<file path="src/rtl/sd4_pkg.sv">
// Shared types and constants for the SD4 partial-product generator.
// Optional build macro: SD4_ZERO_SKIP_EN (used by sd4_pp_generator).
package sd4_pkg;

   localparam int A_W_DEF  = 8;
   localparam int B_W_DEF  = 16;
   localparam int PP_W_DEF = 16;
   localparam int NUM_PP   = B_W_DEF / 2 + 1;
   localparam int DIGIT_W  = 3;
   localparam int IDX_W    = 4;

   // Radix-4 signed digit: value = (neg ? -1 : 1) * (two ? 2 : one ? 1 : 0)
   typedef struct packed {
      logic neg;
      logic one;
      logic two;
   } digit_t;

   typedef enum logic [1:0] {
      IDLE = 2'd0,
      GEN  = 2'd1,
      HOLD = 2'd2
   } state_t;

   function automatic logic digit_nz(digit_t d);
      return d.one | d.two;
   endfunction

endpackage

</file>
<file path="src/rtl/sd4_pp_generator_if.sv">
// Operand/result handshake bundle between the operand source, the
// partial-product generator and the downstream adder tree.
interface sd4_pp_generator_if #(
   parameter int A_W  = 8,
   parameter int B_W  = 16,
   parameter int PP_W = 16
);
   logic            in_valid;
   logic            in_ready;
   logic [A_W-1:0]  in_a;
   logic [B_W-1:0]  in_b;
   logic            out_valid;
   logic            out_ready;
   logic [PP_W-1:0] aligned_pp_0, aligned_pp_1, aligned_pp_2;
   logic [PP_W-1:0] aligned_pp_3, aligned_pp_4, aligned_pp_5;
   logic [PP_W-1:0] aligned_pp_6, aligned_pp_7, aligned_pp_8;

   modport master (
      output in_valid, in_a, in_b, out_ready,
      input  in_ready, out_valid,
      input  aligned_pp_0, aligned_pp_1, aligned_pp_2, aligned_pp_3,
             aligned_pp_4, aligned_pp_5, aligned_pp_6, aligned_pp_7, aligned_pp_8
   );

   modport slave (
      input  in_valid, in_a, in_b, out_ready,
      output in_ready, out_valid,
      output aligned_pp_0, aligned_pp_1, aligned_pp_2, aligned_pp_3,
             aligned_pp_4, aligned_pp_5, aligned_pp_6, aligned_pp_7, aligned_pp_8
   );
endinterface

</file>
<file path="src/rtl/sd4_digit_encoder.sv">
// Radix-4 Booth digit from a 3-bit multiplier window {b[2i+1], b[2i], b[2i-1]}.
module sd4_digit_encoder
   import sd4_pkg::*;
(
   input  logic [DIGIT_W-1:0] win_i,
   output digit_t             digit_o
);

   // Window to signed digit; 000 and 111 both encode zero.
   always_comb begin
      digit_o = '0;
      case (win_i)
         3'b001, 3'b010: digit_o.one = 1'b1;
         3'b011:         digit_o.two = 1'b1;
         3'b100:         begin digit_o.neg = 1'b1; digit_o.two = 1'b1; end
         3'b101, 3'b110: begin digit_o.neg = 1'b1; digit_o.one = 1'b1; end
         default:        digit_o = '0;
      endcase
   end

endmodule

</file>
<file path="src/rtl/sd4_pp_generator.sv">
// SD4 partial-product generator: encodes one Booth digit per cycle into a
// bank of aligned partial-product registers, then holds them for the adder
// tree behind a valid/ready handshake.
// Optional build macro: SD4_ZERO_SKIP_EN -- skip GEN cycles for zero digits.
//
//   state | meaning
//   IDLE  | ready for a new operand pair
//   GEN   | writing pp[idx] for the current digit
//   HOLD  | all partial products valid, waiting for out_ready
module sd4_pp_generator
   import sd4_pkg::*;
#(
   parameter int A_W  = A_W_DEF,
   parameter int B_W  = B_W_DEF,
   parameter int PP_W = PP_W_DEF
) (
   input  logic              clk,
   input  logic              rst_n,
   sd4_pp_generator_if.slave bus
);

   state_t             state_q, state_d;
   logic [IDX_W-1:0]   idx_q, idx_d;
   logic [A_W-1:0]     a_q;
   logic [B_W-1:0]     b_q;
   logic [PP_W-1:0]    pp_q [NUM_PP];
   logic               accept;

   logic [B_W-1:0]     b_src;
   logic [B_W+2:0]     b_ext;
   digit_t             dig [NUM_PP];
   digit_t             cur;
   logic [PP_W-1:0]    a_ext, mag, sval, pp_val;

`ifdef SD4_ZERO_SKIP_EN
   // The search looks at the incoming operand while idle, the held one otherwise.
   assign b_src = (state_q == IDLE) ? bus.in_b : b_q;
`else
   assign b_src = b_q;
`endif
   assign b_ext = {2'b00, b_src, 1'b0};

   for (genvar g = 0; g < NUM_PP; g++) begin : g_enc
      sd4_digit_encoder u_enc (
         .win_i   (b_ext[2*g +: DIGIT_W]),
         .digit_o (dig[g])
      );
   end

   // Select the current digit and form its aligned partial product mod 2^PP_W.
   always_comb begin
      cur = '0;
      for (int i = 0; i < NUM_PP; i++)
         if (idx_q == IDX_W'(i)) cur = dig[i];
      a_ext  = {{(PP_W-A_W){a_q[A_W-1]}}, a_q};
      mag    = cur.two ? (a_ext << 1) : (cur.one ? a_ext : '0);
      sval   = cur.neg ? (~mag + 1'b1) : mag;
      pp_val = sval << {idx_q, 1'b0};
   end

`ifdef SD4_ZERO_SKIP_EN
   logic [IDX_W-1:0] first_idx, next_idx;
   logic             first_found, next_found;

   // Lowest non-zero digit overall, and lowest one above the current index.
   always_comb begin
      first_idx   = '0;
      first_found = 1'b0;
      next_idx    = '0;
      next_found  = 1'b0;
      for (int i = NUM_PP-1; i >= 0; i--) begin
         if (digit_nz(dig[i])) begin
            first_idx   = IDX_W'(i);
            first_found = 1'b1;
            if (IDX_W'(i) > idx_q) begin
               next_idx   = IDX_W'(i);
               next_found = 1'b1;
            end
         end
      end
   end
`endif

   // Next-state and digit-index sequencing.
   always_comb begin
      state_d = state_q;
      idx_d   = idx_q;
      accept  = 1'b0;
      case (state_q)
         IDLE: begin
            if (bus.in_valid) begin
               accept  = 1'b1;
               state_d = GEN;
               idx_d   = '0;
`ifdef SD4_ZERO_SKIP_EN
               if (first_found) idx_d = first_idx;
               else             state_d = HOLD;
`endif
            end
         end
         GEN: begin
`ifdef SD4_ZERO_SKIP_EN
            if (next_found) idx_d = next_idx;
            else            state_d = HOLD;
`else
            if (idx_q == IDX_W'(NUM_PP-1)) state_d = HOLD;
            else                           idx_d   = idx_q + 1'b1;
`endif
         end
         HOLD: begin
            if (bus.out_ready) state_d = IDLE;
         end
         default: state_d = IDLE;
      endcase
   end

   // FSM state and digit index registers.
   always_ff @(posedge clk) begin
      if (!rst_n) begin
         state_q <= IDLE;
         idx_q   <= '0;
      end else begin
         state_q <= state_d;
         idx_q   <= idx_d;
      end
   end

   // Operand capture and partial-product bank.
   always_ff @(posedge clk) begin
      if (!rst_n) begin
         a_q <= '0;
         b_q <= '0;
         for (int i = 0; i < NUM_PP; i++) pp_q[i] <= '0;
      end else if (accept) begin
         a_q <= bus.in_a;
         b_q <= bus.in_b;
         for (int i = 0; i < NUM_PP; i++) pp_q[i] <= '0;
      end else if (state_q == GEN) begin
         for (int i = 0; i < NUM_PP; i++)
            if (idx_q == IDX_W'(i)) pp_q[i] <= pp_val;
      end
   end

   assign bus.in_ready     = (state_q == IDLE) && rst_n;
   assign bus.out_valid    = (state_q == HOLD);
   assign bus.aligned_pp_0 = pp_q[0];
   assign bus.aligned_pp_1 = pp_q[1];
   assign bus.aligned_pp_2 = pp_q[2];
   assign bus.aligned_pp_3 = pp_q[3];
   assign bus.aligned_pp_4 = pp_q[4];
   assign bus.aligned_pp_5 = pp_q[5];
   assign bus.aligned_pp_6 = pp_q[6];
   assign bus.aligned_pp_7 = pp_q[7];
   assign bus.aligned_pp_8 = pp_q[8];

endmodule

</file>
<file path="src/flat_wrapper.sv">
// flat-port wrapper written by rule: the top's interface ports become plain ports
module sd4_pp_generator_flat import sd4_pkg::*;
#(
   parameter int A_W  = A_W_DEF,
   parameter int B_W  = B_W_DEF,
   parameter int PP_W = PP_W_DEF
)
  (clk, rst_n, bus_in_valid, bus_in_a, bus_in_b, bus_out_ready, bus_in_ready, bus_out_valid, bus_aligned_pp_0, bus_aligned_pp_1, bus_aligned_pp_2, bus_aligned_pp_3, bus_aligned_pp_4, bus_aligned_pp_5, bus_aligned_pp_6, bus_aligned_pp_7, bus_aligned_pp_8);
  sd4_pp_generator_if #(.A_W(A_W), .B_W(B_W), .PP_W(PP_W)) bus_i ();
  input  logic clk;
  input  logic rst_n;
  input wire logic [$bits(bus_i.in_valid)-1:0] bus_in_valid;
  input wire logic [$bits(bus_i.in_a)-1:0] bus_in_a;
  input wire logic [$bits(bus_i.in_b)-1:0] bus_in_b;
  input wire logic [$bits(bus_i.out_ready)-1:0] bus_out_ready;
  output wire logic [$bits(bus_i.in_ready)-1:0] bus_in_ready;
  output wire logic [$bits(bus_i.out_valid)-1:0] bus_out_valid;
  output wire logic [$bits(bus_i.aligned_pp_0)-1:0] bus_aligned_pp_0;
  output wire logic [$bits(bus_i.aligned_pp_1)-1:0] bus_aligned_pp_1;
  output wire logic [$bits(bus_i.aligned_pp_2)-1:0] bus_aligned_pp_2;
  output wire logic [$bits(bus_i.aligned_pp_3)-1:0] bus_aligned_pp_3;
  output wire logic [$bits(bus_i.aligned_pp_4)-1:0] bus_aligned_pp_4;
  output wire logic [$bits(bus_i.aligned_pp_5)-1:0] bus_aligned_pp_5;
  output wire logic [$bits(bus_i.aligned_pp_6)-1:0] bus_aligned_pp_6;
  output wire logic [$bits(bus_i.aligned_pp_7)-1:0] bus_aligned_pp_7;
  output wire logic [$bits(bus_i.aligned_pp_8)-1:0] bus_aligned_pp_8;
  assign bus_i.in_valid = bus_in_valid;
  assign bus_i.in_a = bus_in_a;
  assign bus_i.in_b = bus_in_b;
  assign bus_i.out_ready = bus_out_ready;
  assign bus_in_ready = bus_i.in_ready;
  assign bus_out_valid = bus_i.out_valid;
  assign bus_aligned_pp_0 = bus_i.aligned_pp_0;
  assign bus_aligned_pp_1 = bus_i.aligned_pp_1;
  assign bus_aligned_pp_2 = bus_i.aligned_pp_2;
  assign bus_aligned_pp_3 = bus_i.aligned_pp_3;
  assign bus_aligned_pp_4 = bus_i.aligned_pp_4;
  assign bus_aligned_pp_5 = bus_i.aligned_pp_5;
  assign bus_aligned_pp_6 = bus_i.aligned_pp_6;
  assign bus_aligned_pp_7 = bus_i.aligned_pp_7;
  assign bus_aligned_pp_8 = bus_i.aligned_pp_8;
  sd4_pp_generator #(.A_W(A_W), .B_W(B_W), .PP_W(PP_W)) u_core (.clk(clk), .rst_n(rst_n), .bus(bus_i));
endmodule
</file>
<file path="config.mk">
export PLATFORM = sky130hd
export DESIGN_NAME = sd4_pp_generator_flat
export DESIGN_NICKNAME = d
export VERILOG_FILES = /design/src/rtl/sd4_pkg.sv /design/src/rtl/sd4_pp_generator_if.sv /design/src/rtl/sd4_digit_encoder.sv /design/src/rtl/sd4_pp_generator.sv /design/src/flat_wrapper.sv
export SDC_FILE = /design/constraint.sdc
export NUM_CORES = 1
export LEC_CHECK = 0
export BUFFER_PORTS_ARGS = -buffer_cell sky130_fd_sc_hd__buf_2
export CAP_MARGIN = 30
export CORE_ASPECT_RATIO = 0.6
export CORE_MARGIN = 4
export CORE_UTILIZATION = 54
export DETAILED_ROUTE_END_ITERATION = 8
export PLACE_DENSITY = 0.8
export SLEW_MARGIN = 5
export SYNTH_ARGS = -nofsm -noshare
export SYNTH_HDL_FRONTEND = slang
export SYNTH_SLANG_ARGS = --single-unit
</file>
<file path="constraint.sdc">
create_clock -name clk -period 4.85 [get_ports clk]
set_input_delay 0.97 -clock clk [delete_from_list [all_inputs] [get_ports clk]]
set_output_delay 0.97 -clock clk [all_outputs]
set_load 0.01 [all_outputs]
</file>
### Word level (Yosys, flattened, before mapping)

Memory sizes are Yosys's and may differ from the RTL's.
Index checks and enable logic that the tools add are counted.

| word-level totals | value |
|---|---|
| bits in registers | 30 |
| RAM bits | 144 |
| input bits | 28 |
| output and inout port bits | 146 |
| memories kept | 1 |

Memory list:

| name | words | bits a word | read ports | clocked after memory_dff | wr ports | RTL line | RTL |
|---|---|---|---|---|---|---|---|
| u_core.pp_q | 9 | 16 | 9 | 0 | 9 | sd4_pp_generator.sv:26 | `logic [PP_W-1:0] pp_q [NUM_PP];` |

| operators by class | value |
|---|---|
| $add $sub $neg | 2 |
| equality and inequality tests | 59 |
| shift-type cells | 1 |
| multiplexer cells | 113 |
| bitwise gates (word level) | 19 |
| reduce and logical (&&, ||, !) cells | 29 |

Operator list:

| operator | number |
|---|---|
| 16-bit two-way mux | 21 |
| 1-bit two-way mux | 76 |
| 3-bit equality test, second input constant | 21 |
| 3-bit by 2-bit equality test with 1-bit output, second input constant | 14 |
| 4-bit OR reduction | 7 |
| 3-bit two-way mux | 9 |
| 3-bit by 1-bit equality test with 1-bit output, second input constant | 7 |
| 3-bit OR reduction | 7 |
| 1-bit bitwise OR | 18 |
| 2-bit OR reduction | 9 |
| 16-bit by 1-bit adder with 16-bit output, second input constant | 1 |
| 4-bit by 3-bit equality test with 1-bit output, second input constant | 4 |
| 16-bit inverter | 1 |
| 16-bit by 5-bit left shift with 16-bit output | 1 |
| 4-bit by 2-bit equality test with 1-bit output, second input constant | 2 |
| 4-bit two-way mux | 2 |
| 2-bit inequality test, second input constant | 4 |
| 4-bit case mux with 2 select lines | 1 |
| 2-bit equality test, second input constant | 3 |
| 2-bit two-way mux | 3 |
| 2-bit case mux with 3 select lines | 1 |
| 3-bit AND reduction | 2 |
| 4-bit by 1-bit adder with 4-bit output, second input constant | 1 |
| 2-bit by 1-bit equality test with 1-bit output, second input constant | 2 |
| other kinds (6) | 6 |

### Depth between registers and ports, before layout

Gate-level depths: netlist of run 1.

| logic depth | value |
|---|---|
| depth in word-level cells | 19 |
| depth in mapped cells | 16 |
| gate-level depth less buffers | 11 |

### By module

Synthesis of run 1 repeated with hierarchy kept, for this count alone.

| second synthesis, totals | value |
|---|---|
| cell total of the unflattened synthesis | 571 |
| area, all modules | 7342.0 um2 |

Modules (own cells, without submodules):

| module | times used | cells each | area each (um2) |
|---|---|---|---|
| sd4_pp_generator | 1 | 526 | 7060.5 |
| sd4_digit_encoder | 9 | 5 | 31.3 |

### Worst setup path after synthesis of run 1

Ideal clock, no wire load.

| timing | value |
|---|---|
| kind | register to register |
| start point | register u_core.idx_q[0] |
| end point | memory u_core.pp_q[6][11], in the netlist u_core.pp_q[0][107] (data pin) |
| arrival | 3.330 ns |
| slack | 1.266 ns |
| cell stages (with the launch flop) | 17 |
| buffers on the path | 5 |
| clock period less this slack | 3.584 ns |
| cell sequence | dfxtp_1 > clkbuf_1 > inv_1 > buf_2 > ha_1 > buf_2 > inv_1 > o21ai_0 > a31o_2 > or3_1 > buf_6 > buf_6 > nor2_1 > xor2_1 > a21oi_2 > mux2_2 > o221ai_1 |

RTL lines:

| element | RTL line | RTL |
|---|---|---|
| start, declared | sd4_pp_generator.sv:23 | `logic [IDX_W-1:0] idx_q, idx_d;` |
| start signal, assigned | sd4_pp_generator.sv:124 | `idx_q <= idx_d;` |
| end, declared | sd4_pp_generator.sv:26 |  |

==> results of run 1 <==
[routing by layer]
layer | global-route usage [%] | vias up | share of wire (%)
met5 | 0 | - | 0
met4 | 4.46 | 0 | 0.58
met3 | 7.97 | 14 | 11
met2 | 36.7 | 300 | 42
met1 | 40.4 | 2684 | 46
li1 | - | 2478 | -
[logic make-up after synthesis]
family                   Yosys count  synth area share (%)
multiplexers                       3                 0.425
AO/OA/AOI/OAI                    147                  15.9
XOR/XNOR                          10                  1.19
buffers and inverters             50                  3.25
adder cells (fa/ha/maj)            4                 0.681
AND/OR/NAND/NOR                  175                  11.6
flip-flops                       174                  67.0
[worst max-delay path: stages, from the launching register on]
cell and delay (ns):
dfxtp_1 0.34, clkinv_1 0.20, ha_1 0.42, a311o_1 0.45, a2111oi_2 0.48, nor3_2 0.08
buf_4 0.20, and3_4 0.20, a2111oi_4 0.41, nor4_1 0.16, o32a_1 0.38, nor2b_1 0.46
[sequential cells by signal, indices dropped and copies added, names as in the netlist]
register and flops:
u_core.pp_q 144, u_core.b_q 16, u_core.a_q 8, u_core.idx_q 4, u_core.state_q 2
[where the power goes]
part           internal (mW)  switching [mW]  total [mW]  leakage, nW
combinational          0.158           0.294       0.451         1.65
sequential              1.73          0.0532        1.78         1.82
clock                  0.701           0.686        1.39        0.298
[through the flow]
| stage | hold slack, ns | worst slack (ns) | utilization, % | cell area, um^2 |
|---|---|---|---|---|
| after floorplan | 0.450 | 1.27 | - | 7350 |
| after global placement | 0.474 | 0.987 | 64.0 | 8380 |
| after detailed placement | 0.488 | 0.886 | 64.0 | 8380 |
| after CTS | 0.499 | 0.868 | 68.7 | 8990 |
| after global routing | 0.544 | 0.414 | 68.7 | 8990 |
| final | 0.499 | 0.791 | 68.7 | 8990 |
[area by class of cell]
class | count | area (um^2) | share of cell area, %
Clock inverter | 15 | 188 | 2.09
Multi-Input combinational cell | 339 | 2190 | 24.4
Sequential cell | 174 | 4920 | 54.8
Timing Repair Buffer | 191 | 1000 | 11.1
Tap cell | 170 | 213 | 2.37
Clock buffer | 17 | 425 | 4.73
Inverter | 13 | 48.8 | 0.543
[cell usage after synthesis (5+ instances only)]
cell type / number / area, um^2
dfxtp_1: 30 / 601
inv_1: 12 / 45.0
buf_2: 8 / 40.0
a211o_1: 7 / 61.3
or3_1: 5 / 31.3
nand2_1: 76 / 285
a21boi_0: 28 / 210
xor2_1: 7 / 61.3
nor3_1: 12 / 60.1
edfxtp_1: 144 / 4320
o21ai_0: 12 / 60.1
clkbuf_1: 23 / 86.3
a21oi_1: 19 / 95.1
nand3_1: 13 / 65.1
buf_6: 5 / 56.3
and2_1: 9 / 56.3
nor2_1: 25 / 93.8
o22ai_1: 5 / 31.3
nor2b_1: 7 / 43.8
a21o_1: 12 / 90.1
[how the worst max path moves through the flow]
| stage | start | end | slack, ns | cells past startpoint |
|---|---|---|---|---|
| finish | u_core.idx_q[1] | u_core.pp_q[0][5] | 0.79 | 11 |
| CTS | u_core.idx_q[1] | u_core.pp_q[0][69] | 0.87 | 11 |
| detailed placement | u_core.idx_q[1] | u_core.pp_q[0][53] | 0.89 | 11 |
| floorplan | u_core.idx_q[0] | u_core.pp_q[0][107] | 1.27 | 16 |
| global placement | u_core.idx_q[1] | u_core.pp_q[0][143] | 0.99 | 10 |
| global route | u_core.idx_q[1] | u_core.pp_q[0][121] | 0.41 | 11 |
==> qor.yml, run 1 <==
clock_tree:
  cts.sinks: 174
  cts_resized: 0
  cts.path.max_buffers: 2
  insertion_delay_ns: 0.43
  clk_pin_slew_ns: 0.08
  cts_tree: "yes"
  cts_made_buffers: 17
  cts.htree.levels: 4
  cts_hold_buf: 0
  cts-root-buf: "clkbuf_16"
  cts_setup_buffers: 0
timing:
  slew_headroom_pct: 38.7
  rsz0062_at_grt: "no"
  finClkSkew_ns: 0.0124
  finalMaxSlewViolations: 0
  setup_viol: 0
  setup_tns_ns: 0
  hold_violations: 0
  max_freq_mhz: 246
  worst_slew_pin_slew_ns: 0.920
  post-route-min-period_ns: 4.06
  finalCritPeriodShare_pct: 83.7
global_route:
  first_global_vias: 5265
  grt_overflow: 0
  grt_first_pass_wirelength_um: 30900
  grt_usage_pct: 26.1
  antenna_found_initial: 0
  grt_max_degree: 33
die:
  dieWidth_um: 159
  core_area_um2: 13100
  start_util_pct: 56.2
  rows: 32
  io_pins: 174
  die_area_um2: 15600
  die_y_um: 98.4
critical_path:
  crit_path_end_kind: "flip-flop"
  crit_required_ns: 5.00
  critPathMaxFanout: 15
  crit_type: "reg -> reg"
  ff2ff_setup_slack_ns: 0.79
  reg2reg_depth: 11
  rr_endpoint: "u_core.pp_q[0][5]"
  startpoint_type: "flip-flop"
  r2r-start: "u_core.idx_q[1]"
  arrival_ns: 4.21
cells_and_area:
  final_common_cell: "buf_2"
  nets: 768
  area_growth_pct: 22.3
  final_cells: 919
  antenna-diode-count: 0
  final.fill_count: 929
  layout-drive-gt1-share_pct: 32.7
  most-common-layout-cells: "173 x buf_2, 144 x edfxtp_1, 76 x nand2_1"
place:
  dp_cells: 887
  hpwl_um: 14300
  place_congestion: 1.02
  port_buffers: 173
synthesis:
  synth_edf_count: 144
  avgSynthCellArea_um2: 13.1
  ys_seq_elements: 174
  async_flop_share_pct: 0
  synthDistinctLibCells: 80
  synth_ff_type: "edfxtp_1"
  synth_fp_nets: 595
  ys_seq_area_share_pct: 67.0
  synth_area_um2: 7350
  yosys_warnings: 0
  syn_inst: 563
power_and_ir_drop:
  ir_drop_mv: 0.284
  power.total_mw: 3.62
  p_per_area_nw_per_um2: 403
  power.leakage_nw: 3.76
outcome:
  outcome: "finished clean"
hold_path:
  hold_path_depth: 2
  holdPathEnd: "u_core.b_q[0]"
  hold_path.class: "reg -> reg"
  hold_start: "u_core.b_q[0]"
detailed_routing:
  vias: 5476
  drt_pass1_iterations: 5
  vias_per_cell: 5.96
  drt_iter0_markers: 705
  drc: 0
  ant_nets: 0
  wl_per_cell_um: 21.9
  wirelength_um: 20200
run:
  cap_violations: 0
No activity file was read; power rests on OpenSTA's default activity.
==> inputs of run 2 (changes only) <==
==> constraint.sdc (replaced) <==
create_clock -name clk -period 4.01 [get_ports clk]
set_input_delay 0.802 -clock clk [delete_from_list [all_inputs] [get_ports clk]]
set_output_delay 0.802 -clock clk [all_outputs]
set_load 0.01 [all_outputs]
==> run 2 against run 1 <==
Effect of this change: wire length grew 5.1%; non-clock buffer count grew 21; sequential share of layout area decreased by 1.0 points; fmax increased by 5.7%; critical path depth increased by 2; clock power is 19% higher; flip-flop and latch count unchanged; count of clock-buffer cells in the layout unchanged; critical path type unchanged; worst hold slack improved by 0.012 ns; core utilization increased by 1.3 points; register-to-register slack worse by 0.62 ns.
==> qor.yml, run 2 (same netlist as run 1, synthesis figures left out) <==
outcome:
  outcome: "finished clean"
critical_path:
  rr_endpoint: "u_core.pp_q[0][136]"
  timing.critical_path.from: "u_core.idx_q[1]"
  r2r-start: "u_core.idx_q[1]"
  critPathMaxFanout: 9  # -6
  crit_type: "reg -> reg"
  arrival_ns: 4.07  # -0.14 ns
  crit_path_end_kind: "flip-flop"
  reg2reg_depth: 13  # +2
  startpoint_type: "flip-flop"
  ff2ff_setup_slack_ns: 0.17  # -0.62 ns
  crit_required_ns: 4.23  # -0.77 ns
hold_path:
  hold_path_depth: 2  # unchanged
  holdPathEnd: "u_core.b_q[0]"
  hold_path.class: "reg -> reg"
  hold_start: "u_core.b_q[0]"
place:
  hpwl_um: 15100  # +6.1%
  dp_cells: 906  # +2.1%
  place_congestion: 1.03  # +1.1%
  port_buffers: 173  # unchanged
detailed_routing:
  drc: 0  # unchanged
  ant_nets: 0  # unchanged
  wirelength_um: 21200  # +5.1%
  vias_per_cell: 5.98  # +0.35%
  vias: 5621  # +2.6%
  drt_iter0_markers: 750  # +6.4%
  drt_pass1_iterations: 5  # unchanged
  wl_per_cell_um: 22.6  # +2.8%
power_and_ir_drop:
  power.leakage_nw: 3.86  # +2.7%
  p_sw_share_pct: 28.4  # -0.19 points
  pwr-share-clk_pct: 37.7  # -0.6 points
  p_switching_mw: 1.24  # +20%
  p_int_mw: 3.14  # +21%
  p_per_area_nw_per_um2: 478  # +19%
  ir_drop_mv: 0.389  # +37%
  power.total_mw: 4.38  # +21%
  sequentialPowerShare_pct: 49.1  # about the same
  power_frac_comb_pct: 13.2  # +0.7 points
cells_and_area:
  largest_reg_flops: 144  # unchanged
  final.fill_count: 900  # -3.1%
  final_common_cell: "buf_2"
  antenna-diode-count: 0  # unchanged
  area_growth_pct: 24.6
  most-common-layout-cells: "173 x buf_2, 144 x edfxtp_1, 76 x nand2_1"
  multi_input_area_um2: 2220  # +1.3%
  nets: 789  # +2.7%
  top_regs: "u_core.pp_q: 144 flops, u_core.b_q: 16 flops, u_core.a_q: 8 flops"
  largest-register: "u_core.pp_q"
  final-seq-area_um2: 4920  # unchanged
  layout-drive-gt1-share_pct: 35.2  # +2.5 points
  final_cells: 940  # +2.3%
timing:
  finalCritPeriodShare_pct: 95.8  # +12 points
  setup_tns_ns: 0  # unchanged
  holdWs_ns: 0.510  # +0.0115 ns
  worst_slew_pin_slew_ns: 0.941  # +0.0217 ns
  finalMaxSlewViolations: 0  # unchanged
  slew_headroom_pct: 37.2  # -1.4 points
  rsz0062_at_grt: "no"
  hold_violations: 0  # unchanged
  setup_viol: 0  # unchanged
  post-route-min-period_ns: 3.84  # -0.218 ns
  max_freq_mhz: 260  # +5.7%
  finClkSkew_ns: 0.0182  # +0.00585 ns
clock_tree:
  cts.htree.levels: 4  # unchanged
  cts-root-buf: "clkbuf_16"
  cts.sinks: 174  # unchanged
  cts.path.max_buffers: 2  # unchanged
  cts_made_buffers: 17  # unchanged
  cts_tree: "yes"
  insertion_delay_ns: 0.43  # about the same
  cts_hold_buf: 0  # unchanged
  clk_pin_slew_ns: 0.08  # about the same
global_route:
  grt_first_pass_wirelength_um: 32000  # +3.4%
  grt_usage_pct: 27.2  # +1.2 points
  grt_overflow: 0  # unchanged
  antenna_found_initial: 0  # unchanged
  first_global_vias: 5250  # -0.28%
  grt_max_degree: 33  # unchanged
run:
  cap_violations: 0  # unchanged
die:
  start_util_pct: 56.2  # unchanged
  dieWidth_um: 159  # unchanged
  io_pins: 174  # unchanged
  core_area_um2: 13100  # unchanged
  die_area_um2: 15600  # unchanged
  die_y_um: 98.4  # unchanged
  rows: 32  # unchanged
run 2: what timing repair did:
action,in CTS,in global routing
resized for setup,0,7
buffers inserted,0,2
setup endpoints to repair,0,81
run 2: worst max-delay path, stage by stage (launching register included):
cell,delay [ns]
dfxtp_1,0.40
clkinv_1,0.14
ha_1,0.31
buf_4,0.20
a21oi_1,0.28
a2111oi_4,0.07
a2111oi_2,0.39
or3_1,0.34
buf_4,0.20
a31oi_4,0.04
nor3_1,0.26
a211oi_1,0.14
a2111oi_0,0.55
a21o_1,0.31
run 2: power groups by stage:
stage	logic, mW	clock network [mW]	registers (mW)
global route	0.624	1.76	2.16
finish	0.579	1.65	2.15
detailed placement	0.564	0	2.19
global placement	0.558	0	2.19
CTS	0.568	1.66	2.15
floorplan	0.273	0	2.23
run 2: cell type report:
type	count	share of cell area [%]
clock buffer	17	4.64
clock inverter	15	1.87
inverter	13	0.533
multi-input combinational	339	24.2
sequential	174	53.8
tap	170	2.32
timing repair buffer	212	12.6
run 2: worst max path at each step:
stage	end
4_1_cts	u_core.pp_q[0][27]
3_3_place_gp	u_core.pp_q[0][30]
6_report	u_core.pp_q[0][136]
2_1_floorplan	u_core.pp_q[0][107]
3_5_place_dp	u_core.pp_q[0][75]
5_1_grt	u_core.pp_q[0][136]
run 2: per-stage QoR:
stage	instance area, um^2	setup WS (ns)	utilization, %
after floorplan	7350	0.426	-
after global placement	8520	0.259	65.1
after detailed placement	8520	0.146	65.1
after CTS	9120	0.167	69.6
after global routing	9160	0.00308	70.0
final	9160	0.169	70.0
run 2: per-layer routing:
layer / GRT usage, % / wire length, um / vias up
met4: 3.08 / 41 / 0
met2: 37.9 / 9000 / 388
li1: - / - / 2511
met5: 0 / 0 / -
met1: 42.3 / 9290 / 2716
met3: 9.96 / 2870 / 6
==> inputs of run 3 (changes only) <==
==> constraint.sdc (replaced) <==
create_clock -name clk -period 3.8 [get_ports clk]
set_input_delay 0.76 -clock clk [delete_from_list [all_inputs] [get_ports clk]]
set_output_delay 0.76 -clock clk [all_outputs]
set_load 0.01 [all_outputs]
==> run 3 against run 2 <==
Effect of this change: core utilization up 0.60 points; first-iteration DRC count down 13%; critical path depth unchanged; register-to-register slack worse by 0.06 ns; clock skew down 0.0023 ns; flip-flop and latch count unchanged; combinational power up 9.7%; count of clock-buffer cells in the layout unchanged; worst hold slack better by 0.016 ns.
==> qor.yml, run 3 (same netlist as run 1, synthesis figures left out) <==
global_route:
  grt_overflow: 0  # unchanged
  grt_max_degree: 33  # unchanged
  first_global_vias: 5417  # +3.2%
  grt_first_pass_wirelength_um: 32200  # +0.52%
  antenna_found_initial: 1  # +1
  grt_usage_pct: 27.2  # -0.033 points
cells_and_area:
  largest_reg_flops: 144  # unchanged
  fin_util_pct: 70.6  # +0.60 points
  largest-register: "u_core.pp_q"
  final.fill_count: 909  # +1.0%
  final_common_cell: "buf_2"
  area_growth_pct: 25.6
  nets: 800  # +1.4%
  most-common-layout-cells: "173 x buf_2, 144 x edfxtp_1, 76 x nand2_1"
  layout-drive-gt1-share_pct: 36.7  # +1.5 points
  top_regs: "u_core.pp_q: 144 flops, u_core.b_q: 16 flops, u_core.a_q: 8 flops"
  antenna-diode-count: 0  # unchanged
  final_area_um2: 9240  # +0.86%
run:
  cap_violations: 0  # unchanged
place:
  dpl-instance-area_um2: 8620  # +1.2%
  port_buffers: 173  # unchanged
  hpwl_um: 15300  # +0.77%
  pre_cts_slack_ns: 0.113  # -0.0325 ns
  place_congestion: 0.976  # -5.4%
timing:
  max_freq_mhz: 271  # +3.9%
  worst_slew_pin_slew_ns: 0.920  # -0.0214 ns
  setup_viol: 0  # unchanged
  finClkSkew_ns: 0.0159  # -0.00232 ns
  post-route-min-period_ns: 3.70  # -0.146 ns
  hold_violations: 0  # unchanged
  finalMaxSlewViolations: 0  # unchanged
  rsz0062_at_grt: "yes"
  slew_headroom_pct: 38.7  # +1.4 points
  setup_slack_ns: 0.104  # -0.0644 ns
  finalCritPeriodShare_pct: 97.3  # +1.5 points
critical_path:
  crit_type: "reg -> reg"
  max_stage_delay_ns: 0.43  # -0.12 ns
  startpoint_type: "flip-flop"
  reg2reg_depth: 13  # unchanged
  path_cells: "inv_1, ha_1, inv_1, o21ai_0, a31o_2, or3_4, buf_4, a221oi_1, a21oi_1, a21oi_2, mux2_2, o221ai_1, buf_4"
  critPathMaxFanout: 9  # unchanged
  path_depth: 13  # unchanged
  arrival_ns: 3.87  # -0.20 ns
  path_delay_family: "compound AO/OA/AOI/OAI gates"
  crit_path_end_kind: "flip-flop"
  crit_buf_inv: 4  # +1
  cp_slowest_cell: "or3_4"
  crit_required_ns: 3.97  # -0.26 ns
hold_path:
  hold_path_depth: 2  # unchanged
  hold_path.class: "reg -> reg"
detailed_routing:
  wl_per_cell_um: 22.1  # -2.0%
  drc: 0  # unchanged
  drt_pass1_iterations: 5  # unchanged
  wirelength_um: 21000  # -0.97%
  drt_iter0_markers: 652  # -13%
  vias: 5594  # -0.48%
  vias_per_cell: 5.89  # -1.5%
  ant_nets: 0  # unchanged
outcome:
  outcome: "finished clean"
power_and_ir_drop:
  power.leakage_nw: 3.91  # +1.2%
  p_per_area_nw_per_um2: 498  # +4.2%
  ir_drop_mv: 0.302  # -23%
die:
  core_area_um2: 13100  # unchanged
  dieWidth_um: 159  # unchanged
  rows: 32  # unchanged
  die_area_um2: 15600  # unchanged
  start_util_pct: 56.2  # unchanged
  io_pins: 174  # unchanged
  die_y_um: 98.4  # unchanged
clock_tree:
  clk_pin_slew_ns: 0.08  # about the same
  cts_tree: "yes"
  cts.sinks: 174  # unchanged
  cts.htree.levels: 4  # unchanged
  insertion_delay_ns: 0.42  # about the same
  cts-root-buf: "clkbuf_16"
  cts_made_buffers: 17  # unchanged
  cts_hold_buf: 0  # unchanged
  cts.path.max_buffers: 2  # unchanged
  cts_setup_buffers: 0  # unchanged
## run 3: final timing paths
check / from / end / slack [ns]
min reg2reg: u_core.b_q[0] / u_core.b_q[0] / 0.53
max reg2reg: u_core.idx_q[0] / u_core.pp_q[0][139] / 0.10
max: u_core.idx_q[0] / u_core.pp_q[0][139] / 0.10
min: u_core.b_q[0] / u_core.b_q[0] / 0.53
## run 3: worst register-to-register path, cell delays in order (launching register included)
cell and delay, ns:
dfxtp_1 0.39, inv_1 0.10, ha_1 0.32, inv_1 0.10, o21ai_0 0.21, a31o_2 0.32
or3_4 0.43, buf_4 0.17, a221oi_1 0.32, a21oi_1 0.13, a21oi_2 0.32, mux2_2 0.25
o221ai_1 0.17, buf_4 0.22
## run 3: report_power, final
part           internal [mW]  switching (mW)
Sequential              2.20          0.0633
Combinational          0.235           0.400
Clock                  0.873           0.829
Total                   3.31            1.29
## run 3: per-stage QoR
step           TNS [ns]  hold slack [ns]  cells  power [mW]
6_report              0            0.527    950        4.61
2_1_floorplan         0            0.450    563        2.64
3_5_place_dp          0            0.503    919        2.93
3_3_place_gp          0            0.498    918        2.92
5_1_grt          -0.126            0.559    950        4.79
4_1_cts               0            0.514    950        4.61
## run 3: layer usage
metal	routed length (um)	GRT usage (%)	share of wire, %
met1	9640	42.4	46
met2	8770	38.1	42
met3	2430	8.68	12
met4	136	4.06	0.65
met5	13	0	0.062
## run 3: timing repair
action,4_1_cts,5_1_grt
endpoints found under the setup margin,0,135
resized for setup,0,10
hold endpoints to repair,0,0
## run 3: final cells by class
type | count | area (um^2) | area share, %
inverters | 13 | 48.8 | 0.528
flip-flops and latches | 174 | 4930 | 53.3
repair buffers | 223 | 1250 | 13.5
well taps | 170 | 213 | 2.30
clock inverters | 14 | 146 | 1.58
multi-input cells | 339 | 2230 | 24.1
clock buffers | 17 | 425 | 4.60
